<file path="src/rtl/npu_quant_pkg.sv">
`default_nettype none
// ============================================================================
// Module   : npu_quant_pkg
// Purpose  : Shared quantization types, widths and helpers for the NPU
//            post-processing engines (requant, gelu, softmax, layernorm).
// Contents : requant_cfg_t, requant_state_t, sat_result_t, sat_to_int8()
// Revision : 1.0 - initial release
// ============================================================================
package npu_quant_pkg;

  localparam int REQ_ACC_WIDTH    = 32;
  localparam int REQ_DATA_WIDTH   = 8;
  localparam int REQ_SCALE_WIDTH  = 16;
  localparam int REQ_SHIFT_WIDTH  = 6;
  localparam int REQ_MAX_ELEMENTS = 4096;
  localparam int REQ_LATENCY      = 3;

  // signed(acc) * unsigned(scale) needs one extra bit for the scale's sign.
  localparam int REQ_PROD_WIDTH = REQ_ACC_WIDTH + REQ_SCALE_WIDTH + 1;
  // One more bit of headroom for the rounding bias and zero-point add.
  localparam int REQ_SUM_WIDTH  = REQ_PROD_WIDTH + 1;

  localparam logic signed [REQ_DATA_WIDTH-1:0] OUT_MAX = {1'b0, {(REQ_DATA_WIDTH-1){1'b1}}};
  localparam logic signed [REQ_DATA_WIDTH-1:0] OUT_MIN = {1'b1, {(REQ_DATA_WIDTH-1){1'b0}}};

  typedef struct packed {
    logic [REQ_SCALE_WIDTH-1:0]        scale;
    logic [REQ_SHIFT_WIDTH-1:0]        shift;
    logic signed [REQ_DATA_WIDTH-1:0]  zero_point;
  } requant_cfg_t;

  typedef struct packed {
    logic signed [REQ_DATA_WIDTH-1:0]  value;
    logic                              saturated;
  } sat_result_t;

  typedef enum logic [1:0] {
    ST_IDLE  = 2'd0,
    ST_RUN   = 2'd1,
    ST_DRAIN = 2'd2,
    ST_DONE  = 2'd3
  } requant_state_t;

  // Clamp a wide signed value into the INT8 range and flag any clipping.
  function automatic sat_result_t sat_to_int8(input logic signed [REQ_SUM_WIDTH-1:0] v);
    sat_result_t res;
    if (v > REQ_SUM_WIDTH'(OUT_MAX)) begin
      res.value     = OUT_MAX;
      res.saturated = 1'b1;
    end else if (v < REQ_SUM_WIDTH'(OUT_MIN)) begin
      res.value     = OUT_MIN;
      res.saturated = 1'b1;
    end else begin
      res.value     = v[REQ_DATA_WIDTH-1:0];
      res.saturated = 1'b0;
    end
    return res;
  endfunction

endpackage : npu_quant_pkg
`default_nettype wire

</file>
<file path="src/rtl/requant_pipe.sv">
`default_nettype none
// ============================================================================
// Module   : requant_pipe
// Purpose  : 3-stage requantization datapath with a valid shift chain.
//            S1 product, S2 round/shift/zero-point, S3 saturate/output.
// Ports    : clk, rst_n        clock / synchronous active-low reset
//            cfg               scale, shift (pre-clamped), zero_point
//            acc, in_valid     accumulator sample and its qualifier
//            data, valid       INT8 result, valid for one cycle
//            sat_flag          result was clipped (qualified by valid)
// Revision : 1.0 - initial release
// ============================================================================
module requant_pipe
  import npu_quant_pkg::*;
(
  input  logic                              clk,
  input  logic                              rst_n,
  input  requant_cfg_t                      cfg,
  input  logic signed [REQ_ACC_WIDTH-1:0]   acc,
  input  logic                              in_valid,
  output logic signed [REQ_DATA_WIDTH-1:0]  data,
  output logic                              valid,
  output logic                              sat_flag
);

  logic signed [REQ_PROD_WIDTH-1:0] r_prod;
  logic signed [REQ_SUM_WIDTH-1:0]  r_sum;
  logic                             r_v1;
  logic                             r_v2;

  logic signed [REQ_SUM_WIDTH-1:0]  w_bias;
  logic signed [REQ_SUM_WIDTH-1:0]  w_rounded;
  logic signed [REQ_SUM_WIDTH-1:0]  w_shifted;
  logic signed [REQ_SUM_WIDTH-1:0]  w_sum;
  sat_result_t                      w_sat;

  // Half-LSB bias before the arithmetic shift gives round-half-toward-+inf
  // for both signs; no bias when the shift is zero.
  always_comb begin
    w_bias    = '0;
    if (cfg.shift != '0) begin
      w_bias = REQ_SUM_WIDTH'(1) << (cfg.shift - 1'b1);
    end
    w_rounded = REQ_SUM_WIDTH'(r_prod) + w_bias;
    w_shifted = w_rounded >>> cfg.shift;
    w_sum     = w_shifted + REQ_SUM_WIDTH'($signed(cfg.zero_point));
    w_sat     = sat_to_int8(r_sum);
  end

  always_ff @(posedge clk) begin
    if (!rst_n) begin
      r_prod   <= '0;
      r_sum    <= '0;
      r_v1     <= 1'b0;
      r_v2     <= 1'b0;
      valid    <= 1'b0;
      data     <= '0;
      sat_flag <= 1'b0;
    end else begin
      r_v1  <= in_valid;
      r_v2  <= r_v1;
      valid <= r_v2;
      // Zero-extend scale so the product treats it as unsigned.
      r_prod <= REQ_PROD_WIDTH'(acc) * REQ_PROD_WIDTH'($signed({1'b0, cfg.scale}));
      r_sum  <= w_sum;
      // Output register only updates on a valid result so data holds otherwise.
      if (r_v2) begin
        data     <= w_sat.value;
        sat_flag <= w_sat.saturated;
      end
    end
  end

endmodule : requant_pipe
`default_nettype wire

</file>
<file path="src/rtl/requant_engine.sv">
`default_nettype none
// ============================================================================
// Module   : requant_engine
// Purpose  : Streaming requantizer, signed accumulators -> signed INT8.
//            Job control (start/busy/done), element counting, config latch
//            and saturation counting around the requant_pipe datapath.
// Ports    : clk, rst_n                  clock / synchronous active-low reset
//            start, busy, done           job handshake
//            num_elements                job length, latched at start
//            scale, shift, zero_point    requant config, latched at start
//            acc_in, acc_valid           input stream (no backpressure)
//            data_out, out_valid         INT8 output stream
//            sat_count                   clipped results in current/last job
// Revision : 1.0 - initial release
// ============================================================================
module requant_engine
  import npu_quant_pkg::*;
#(
  parameter int ACC_WIDTH    = REQ_ACC_WIDTH,
  parameter int DATA_WIDTH   = REQ_DATA_WIDTH,
  parameter int SCALE_WIDTH  = REQ_SCALE_WIDTH,
  parameter int SHIFT_WIDTH  = REQ_SHIFT_WIDTH,
  parameter int MAX_ELEMENTS = REQ_MAX_ELEMENTS
) (
  input  logic                             clk,
  input  logic                             rst_n,
  input  logic                             start,
  output logic                             busy,
  output logic                             done,
  input  logic [$clog2(MAX_ELEMENTS)-1:0]  num_elements,
  input  logic [SCALE_WIDTH-1:0]           scale,
  input  logic [SHIFT_WIDTH-1:0]           shift,
  input  logic signed [DATA_WIDTH-1:0]     zero_point,
  input  logic signed [ACC_WIDTH-1:0]      acc_in,
  input  logic                             acc_valid,
  output logic signed [DATA_WIDTH-1:0]     data_out,
  output logic                             out_valid,
  output logic [$clog2(MAX_ELEMENTS)-1:0]  sat_count
);

  localparam int CNT_WIDTH = $clog2(MAX_ELEMENTS);
  localparam logic [SHIFT_WIDTH-1:0] MAX_SHIFT = SHIFT_WIDTH'(ACC_WIDTH + SCALE_WIDTH - 1);

  requant_state_t          state_q;
  requant_state_t          state_d;
  requant_cfg_t            r_cfg;
  logic [CNT_WIDTH-1:0]    r_num;
  logic [CNT_WIDTH-1:0]    r_in_count;
  logic [CNT_WIDTH-1:0]    r_out_count;
  logic [CNT_WIDTH-1:0]    r_sat_count;

  logic                    w_accept;
  logic [SHIFT_WIDTH-1:0]  w_shift_clamped;
  logic                    w_pipe_valid;
  logic                    w_pipe_sat;

  assign w_accept        = (state_q == ST_RUN) && acc_valid && (r_in_count < r_num);
  assign w_shift_clamped = (shift > MAX_SHIFT) ? MAX_SHIFT : shift;

  always_comb begin
    state_d = state_q;
    case (state_q)
      ST_IDLE: begin
        if (start) begin
          state_d = (num_elements == '0) ? ST_DONE : ST_RUN;
        end
      end
      ST_RUN: begin
        if (r_in_count == r_num) begin
          state_d = ST_DRAIN;
        end
      end
      // Leave as the final result emerges so done lands one cycle after it.
      ST_DRAIN: begin
        if (w_pipe_valid && (r_out_count == r_num - CNT_WIDTH'(1))) begin
          state_d = ST_DONE;
        end
      end
      ST_DONE:  state_d = ST_IDLE;
      default:  state_d = ST_IDLE;
    endcase
  end

  always_ff @(posedge clk) begin
    if (!rst_n) begin
      state_q     <= ST_IDLE;
      r_cfg       <= '0;
      r_num       <= '0;
      r_in_count  <= '0;
      r_out_count <= '0;
      r_sat_count <= '0;
    end else begin
      state_q <= state_d;
      if (state_q == ST_IDLE && start) begin
        r_num            <= num_elements;
        r_cfg.scale      <= scale;
        r_cfg.shift      <= w_shift_clamped;
        r_cfg.zero_point <= zero_point;
        r_in_count       <= '0;
        r_out_count      <= '0;
        r_sat_count      <= '0;
      end else begin
        if (w_accept) begin
          r_in_count <= r_in_count + CNT_WIDTH'(1);
        end
        if (w_pipe_valid) begin
          r_out_count <= r_out_count + CNT_WIDTH'(1);
          if (w_pipe_sat) begin
            r_sat_count <= r_sat_count + CNT_WIDTH'(1);
          end
        end
      end
    end
  end

  requant_pipe u_pipe (
    .clk      (clk),
    .rst_n    (rst_n),
    .cfg      (r_cfg),
    .acc      (acc_in),
    .in_valid (w_accept),
    .data     (data_out),
    .valid    (w_pipe_valid),
    .sat_flag (w_pipe_sat)
  );

  assign busy      = (state_q != ST_IDLE);
  assign done      = (state_q == ST_DONE);
  assign out_valid = w_pipe_valid;
  assign sat_count = r_sat_count;

endmodule : requant_engine
`default_nettype wire
</file>
<file path="config.mk">
export PLATFORM = sky130hd
export DESIGN_NAME = requant_engine
export DESIGN_NICKNAME = d
export VERILOG_FILES = /design/src/rtl/npu_quant_pkg.sv /design/src/rtl/requant_pipe.sv /design/src/rtl/requant_engine.sv
export SDC_FILE = /design/constraint.sdc
export NUM_CORES = 2
export LEC_CHECK = 0
export CAP_MARGIN = 15
export CORE_ASPECT_RATIO = 1.75
export CORE_MARGIN = 4
export CORE_UTILIZATION = 40
export CTS_BUF_LIST = sky130_fd_sc_hd__clkbuf_8 sky130_fd_sc_hd__clkbuf_16
export CTS_CLUSTER_DIAMETER = 100
export DETAILED_ROUTE_END_ITERATION = 7
export GPL_TIMING_DRIVEN = 0
export PLACE_DENSITY = 0.53
export RECOVER_POWER = 50
export REMOVE_ABC_BUFFERS = 1
export SKIP_CTS_REPAIR_TIMING = 1
export SLEW_MARGIN = 10
export SYNTH_ARGS = -nofsm -noshare
export SYNTH_HDL_FRONTEND = slang
export SYNTH_SLANG_ARGS = --single-unit
</file>
<file path="constraint.sdc">
create_clock -name clk -period 13.8 [get_ports clk]
set_input_delay 2.76 -clock clk [delete_from_list [all_inputs] [get_ports clk]]
set_output_delay 2.76 -clock clk [all_outputs]
set_load 0.01 [all_outputs]
</file>
### After elaboration in Yosys (flattened, before gate mapping)

Cells that the tools add are included.

* register bits after elaboration: 191
* bits of input ports: 78
* output and inout bits: 23

* add/sub/neg operators: 7
* $mul: 1
* order comparisons: 4
* equal/unequal tests: 8
* shifts and indexed selects: 2
* multiplexer cells: 9
* bitwise logic cells: 1
* reduce and logical (&&, ||, !) cells: 11

Operators with widths (number)
* $add 49x50->50: 1
* $add 50x8->50: 1
* $gt 50x8->1 const B: 1
* $lt 50x8->1 const B: 1
* $mux 50: 1
* $shl 1x6->50 const A: 1
* $sshr 50x6->50: 1
* $mul 32x17->49: 1
* $add 12x1->12 const B: 3
* $eq 12x12->1: 2
* $mux 9: 2
* $logic_not 12->1: 1
* $lt 12x12->1: 1
* $sub 12x1->12 const B: 1
* $mux 2: 4
* $pmux 2 s4: 1
* $gt 6x6->1 const B: 1
* $mux 6: 1
* $reduce_bool 6->1: 1
* $sub 6x1->6 const B: 1
* $eq 2x2->1 const B: 2
* $logic_and 1x1->1: 4
* $ne 2x2->1 const B: 2
* $reduce_and 3->1: 1
* 7 further kinds: 7

### Logic depth before layout (Yosys ltp)

* word-level depth: 6
* gate-level depth with buffers: 33
* depth with buffers taken out: 30

### Cells and area by module

A second synthesis with hierarchy kept.

* cell total of the unflattened synthesis: 4344
* area total of the unflattened synthesis: 35215.0 um^2

By module, submodules not included
* requant_pipe: times used 1, cells each 3867, area each 31237.5 um^2, seq. area each 2222.1 um^2
* requant_engine: times used 1, cells each 477, area each 3977.6 um^2, seq. area each 1601.5 um^2

### Worst setup path before layout

Ideal clock, no wire load.

* path type: input -> register
* start: input acc_in[15]
* end: register u_pipe.r_prod[47]
* arrival time: 8759 ps
* data required time: 13672 ps
* setup slack: 4913 ps
* cell stages on the path: 23
* path buffers: 1
* path through: clkbuf_1 -> nand2_1 -> fa_1 -> inv_1 -> fa_1 -> inv_1 -> fa_1 -> fa_1 -> fa_1 -> inv_1 -> fa_1 -> ha_1 -> a21o_1 -> a21o_1 -> a21o_1 -> a21o_1 -> or4_1 -> o211ai_1 -> a21oi_1 -> o311a_1 -> a31oi_1 -> xnor2_1 -> nor2_1

* longest elaborated chain between the ends: 1

Ends and longest elaborated chain
* from (decl): RTL line requant_engine.sv:34 `input logic signed [ACC_WIDTH-1:0] acc_in,`
* $mul 32x17->49: RTL line requant_pipe.sv:64 `r_prod <= REQ_PROD_WIDTH'(acc) * REQ_PROD_WIDTH'($signed({1'b0, cfg.scale}));`
* to (signal assigned): RTL line requant_pipe.sv:64
* to (decl): RTL line requant_pipe.sv:26 `logic signed [REQ_PROD_WIDTH-1:0] r_prod;`

Every way passes these cells.
A chain may end at the register's enable or synchronous reset.

### Worst setup path in the final report

* start: register r_cfg[12] (netlist bit)
* end: register u_pipe.r_sum[49]

* longest elaborated chain between the ends: 6

Ends and longest elaborated chain
* from (decl): RTL line requant_engine.sv:46 `requant_cfg_t r_cfg;`
* $sub 6x1->6: RTL line requant_pipe.sv:42 `w_bias = REQ_SUM_WIDTH'(1) << (cfg.shift - 1'b1);`
* $shl 1x6->50: RTL line requant_pipe.sv:42
* $mux 50: RTL line requant_pipe.sv:41 `if (cfg.shift != '0) begin`
* $add 49x50->50: RTL line requant_pipe.sv:44 `w_rounded = REQ_SUM_WIDTH'(r_prod) + w_bias;`
* $sshr 50x6->50 *: RTL line requant_pipe.sv:45 `w_shifted = w_rounded >>> cfg.shift;`
* $add 50x8->50 *: RTL line requant_pipe.sv:46 `w_sum = w_shifted + REQ_SUM_WIDTH'($signed(cfg.zero_point));`
* to (signal assigned): RTL line requant_pipe.sv:65 `r_sum <= w_sum;`
* to (decl): RTL line requant_pipe.sv:27 `logic signed [REQ_SUM_WIDTH-1:0] r_sum;`

Mark *: on every way between the ends. The rest lies on a longest branch, timed or not.

==> results_dict.tcl <==
set metrics [dict create \
    status "finished with violations" \
    violations "max-capacitance violations, max-slew violations" \
    setup_viol 0 \
    clkTransAtPathRegs_ns 0.08 \
    detailedRoute.firstPassIterationCount 5 \
    p_total_w 0.00731 \
    cp_slowest_cell "nand2_1" \
    grt_pass1_wl_mm 174 \
    nNetsFinal 4960 \
    crit_fanout 27 \
    post-dp-hpwl_mm 87.8 \
    data_required_time_of_the_critical_path_ns 14.22 \
    slew_viol_final 162 \
    yosysWarnings 0 \
    hold_path_end "u_pipe.r_v2" \
    critical_path_arrival_ns 13.00 \
    yosys.area.top_type "fa_1" \
    switching_share_pct 54.8 \
    tritoncts "done" \
    htreeDepth 4 \
    final_non_filler_cell_area_sq_mm 0.0373 \
    sum_of_negative_setup_slack_ns 0 \
    power.combinational.fraction_pct 80.9 \
    cts_made_buffers 17 \
    hold_path.class "flop to flop" \
    startpoint_type "flop" \
    power.clock.fraction_pct 7.3 \
    synth_area_leaders "fa_1 28%, dfxtp_1 11%, ha_1 8.5%" \
    antenna_found_initial 0 \
    p_int_w 0.00331 \
    final-hold-violation-count 0 \
    starting_density_pct 40.4 \
    timing.reg2reg.setup_slack_ns 1.22 \
    netlist.area_leader.share_pct 28.3 \
    globalRouteTotalUtil_pct 24.0 \
    timing.rr.start "r_cfg[12]" \
    antenna_left 0 \
    clkLatencyLatePin_ns 0.50 \
    worst_path_largest_cell_delay_ns 1.12 \
    fraction_of_final_layout_cells_sized_beyond_drive_strength_1_pct 4.29 \
    worst_path_most_repeated_cell "nor2_1" \
    syn-instance-count 4232 \
    avgRoutedWirePerCell_um 20.7 \
    chipHeight_um 398 \
    core_area_sq_mm 0.0858 \
    die_width_um 231 \
    post-route-drc-count 0 \
    ioPinCount 101 \
    leakagePower_nw 16.4 \
    path_class "flop to flop" \
    slew_headroom_pct -157 \
    post-route-min-period_ns 12.58 \
    place_congestion 1.00 \
    gr-total-overflow 0 \
    first_global_vias 31471 \
    clock-root-buffer "clkbuf_16" \
    timing.reg2reg.worst_path_depth 29 \
    maximum_resistive_drop_on_vdd_uv 111 \
    avgSynthCellArea_sq_um 8.20 \
    diodes 0 \
    seq_power_share_pct 11.8 \
    postSynthRegisterBits 191 \
    final_instance_count_excl_fillers 5320 \
    num_rows 142 \
    fillCellCount 8804 \
    number_of_cells_on_the_worst_hold_path 1 \
    first_iter_violations 1355 \
    synth-seq-area-share_pct 11.0 \
    synth-edff-count 0 \
    fmaxAchievable_mhz 79.5 \
    crit-reg2reg-capture "u_pipe.r_sum[49]" \
    async_reset_ff_share_pct 0 \
    syn_to_final_growth_pct 7.34 \
    placed_area_sq_mm 0.0367 \
    via_count 29675 \
    p_per_area_mw_per_mm2 196 \
    tritoncts_num_sinks 191 \
    die_area_sq_mm 0.0917 \
    maxCapViolCount 3 \
    maximum_number_of_pins_on_one_net_before_global_route_repair 81 \
    vias_per_cell 5.58 \
    clk_path_buf_depth 2 \
    finClkSkew_ns 0.0141 \
    hold_start "u_pipe.r_v1" \
    post_synth_instance_area_sq_mm 0.0347 \
    place_inst 5288 \
    layout_worst_path_cycle_share_pct 91.2 \
    netlist-cell-type-count 108 \
    netSwitchingPower_w 0.00401 \
    route.final.wire_length_mm 110 \
    ys_dominant_reg_cell "dfxtp_1" \
    worstMarginPinSlew_ns 3.86 \
    portBuffers 100 \
    rsz_0062_raised_after_global_routing "no" \
    critPathCaptureType "flop" \
]
==> cells in the final DEF (no fill, tap or decap), types with 21 or more instances in the layout <==
| master | instances |
|---|---|
| nand2b_1 | 29 |
| nand2_1 | 553 |
| nor2_1 | 283 |
| fa_1 | 491 |
| inv_1 | 563 |
| nand4_1 | 54 |
| nor3_1 | 80 |
| a21o_1 | 83 |
| nor4_1 | 30 |
| dfxtp_2 | 21 |
| a211oi_1 | 36 |
| o21a_1 | 26 |
| a31oi_1 | 27 |
| xnor2_1 | 87 |
| and2_1 | 251 |
| mux2i_1 | 50 |
| a21oi_1 | 237 |
| clkdlybuf4s50_1 | 81 |
| ha_1 | 236 |
| o21ai_0 | 128 |
| and3_1 | 42 |
| xor2_1 | 81 |
| dfxtp_1 | 169 |
| nand3_1 | 53 |
| nor2b_1 | 24 |
| o211ai_1 | 30 |
==> final cells by class <==
type / instances / area, sq um / share of cell area [%]
Clock buffer: 17 / 425 / 1.14
Clock inverter: 15 / 178 / 0.477
Inverter: 569 / 2140 / 5.74
Multi-Input combinational cell: 3259 / 27900 / 74.9
Sequential cell: 191 / 3850 / 10.3
Tap cell: 1152 / 1440 / 3.87
Timing Repair Buffer: 117 / 1320 / 3.54
==> power by group through the flow <==
| stage | registers, W | logic, W | clock network, W |
|---|---|---|---|
| 2_1_floorplan | 0.000832 | 0.00434 | 0 |
| 3_3_place_gp | 0.000940 | 0.00578 | 0 |
| 6_report | 0.000860 | 0.00592 | 0.000533 |
| 5_1_grt | 0.000879 | 0.00667 | 0.000571 |
| 4_1_cts | 0.000858 | 0.00596 | 0.000552 |
| 3_5_place_dp | 0.000870 | 0.00592 | 0 |
==> routing by layer <==
layer | GRT usage (%) | wire, um | up-vias
li1 | - | - | 13863
met2 | 46.4 | 60000 | 681
met5 | 0 | 0 | -
met3 | 2.09 | 3040 | 298
met1 | 25.7 | 40500 | 14833
met4 | 12.3 | 6430 | 0
==> cell usage after synthesis (24+ instances only) <==
library cell / n
a211oi_1: 36
a21o_1: 83
a21oi_1: 237
a31oi_1: 27
and2_1: 253
and3_1: 42
clkbuf_1: 176
dfxtp_1: 191
fa_1: 491
ha_1: 236
inv_1: 564
mux2i_1: 50
nand2_1: 554
nand2b_1: 29
nand3_1: 53
nand4_1: 54
nor2_1: 283
nor2b_1: 24
nor3_1: 80
nor4_1: 30
o211ai_1: 30
o21a_1: 26
o21ai_0: 128
xnor2_1: 87
xor2_1: 81
==> kinds of logic after synthesis <==
family | after synthesis | share of synthesized area, %
buf+inv | 782 | 8.61
xor+xnor | 170 | 4.38
fa+ha+maj | 727 | 36.8
flops | 191 | 11.0
simple gates | 1480 | 20.6
mux | 87 | 3.24
compound gates | 795 | 15.3
==> how the worst max path moves through the flow <==
stage               startpoint               end  slack (ns)  cells past startpoint
finish               r_cfg[12]  u_pipe.r_sum[49]        1.22                     29
global route         r_cfg[12]  u_pipe.r_sum[49]        0.66                     29
CTS                  r_cfg[12]  u_pipe.r_sum[49]        1.46                     29
detailed placement   r_cfg[12]  u_pipe.r_sum[49]        1.54                     29
global placement      r_cfg[9]  u_pipe.r_sum[46]        0.11                     28
floorplan             r_cfg[9]  u_pipe.r_sum[42]        4.84                     28
==> worst max-delay path: cells and delay by family (launching register included) <==
kind / cells / cell delay (ns)
flops: 1 / 1.10
xor+xnor: 1 / 0.89
simple gates: 5 / 2.27
mux: 1 / 0.21
compound gates: 19 / 6.25
fa+ha+maj: 2 / 0.76
buf+inv: 1 / 0.96
==> sequential cells by signal, indices dropped and copies added (netlist names) <==
register         cells
u_pipe.r_sum        50
u_pipe.r_prod       49
r_cfg               30
r_in_count          12
r_num               12
r_out_count         12
sat_count           12
u_pipe.data          8
state_q              2
u_pipe.r_v1          1
u_pipe.r_v2          1
u_pipe.sat_flag      1
u_pipe.valid         1
==> per-stage QoR <==
step | hold slack, ns | setup WS (ns) | utilization [%]
3_5_place_dp | 0.429 | 1.54 | 42.8
5_1_grt | 0.458 | 0.656 | 43.4
4_1_cts | 0.443 | 1.46 | 43.5
3_3_place_gp | 0.428 | 0.107 | 42.3
6_report | 0.440 | 1.22 | 43.4
2_1_floorplan | 0.412 | 4.84 | -
Note: power is estimated with default switching activity, not from simulation.
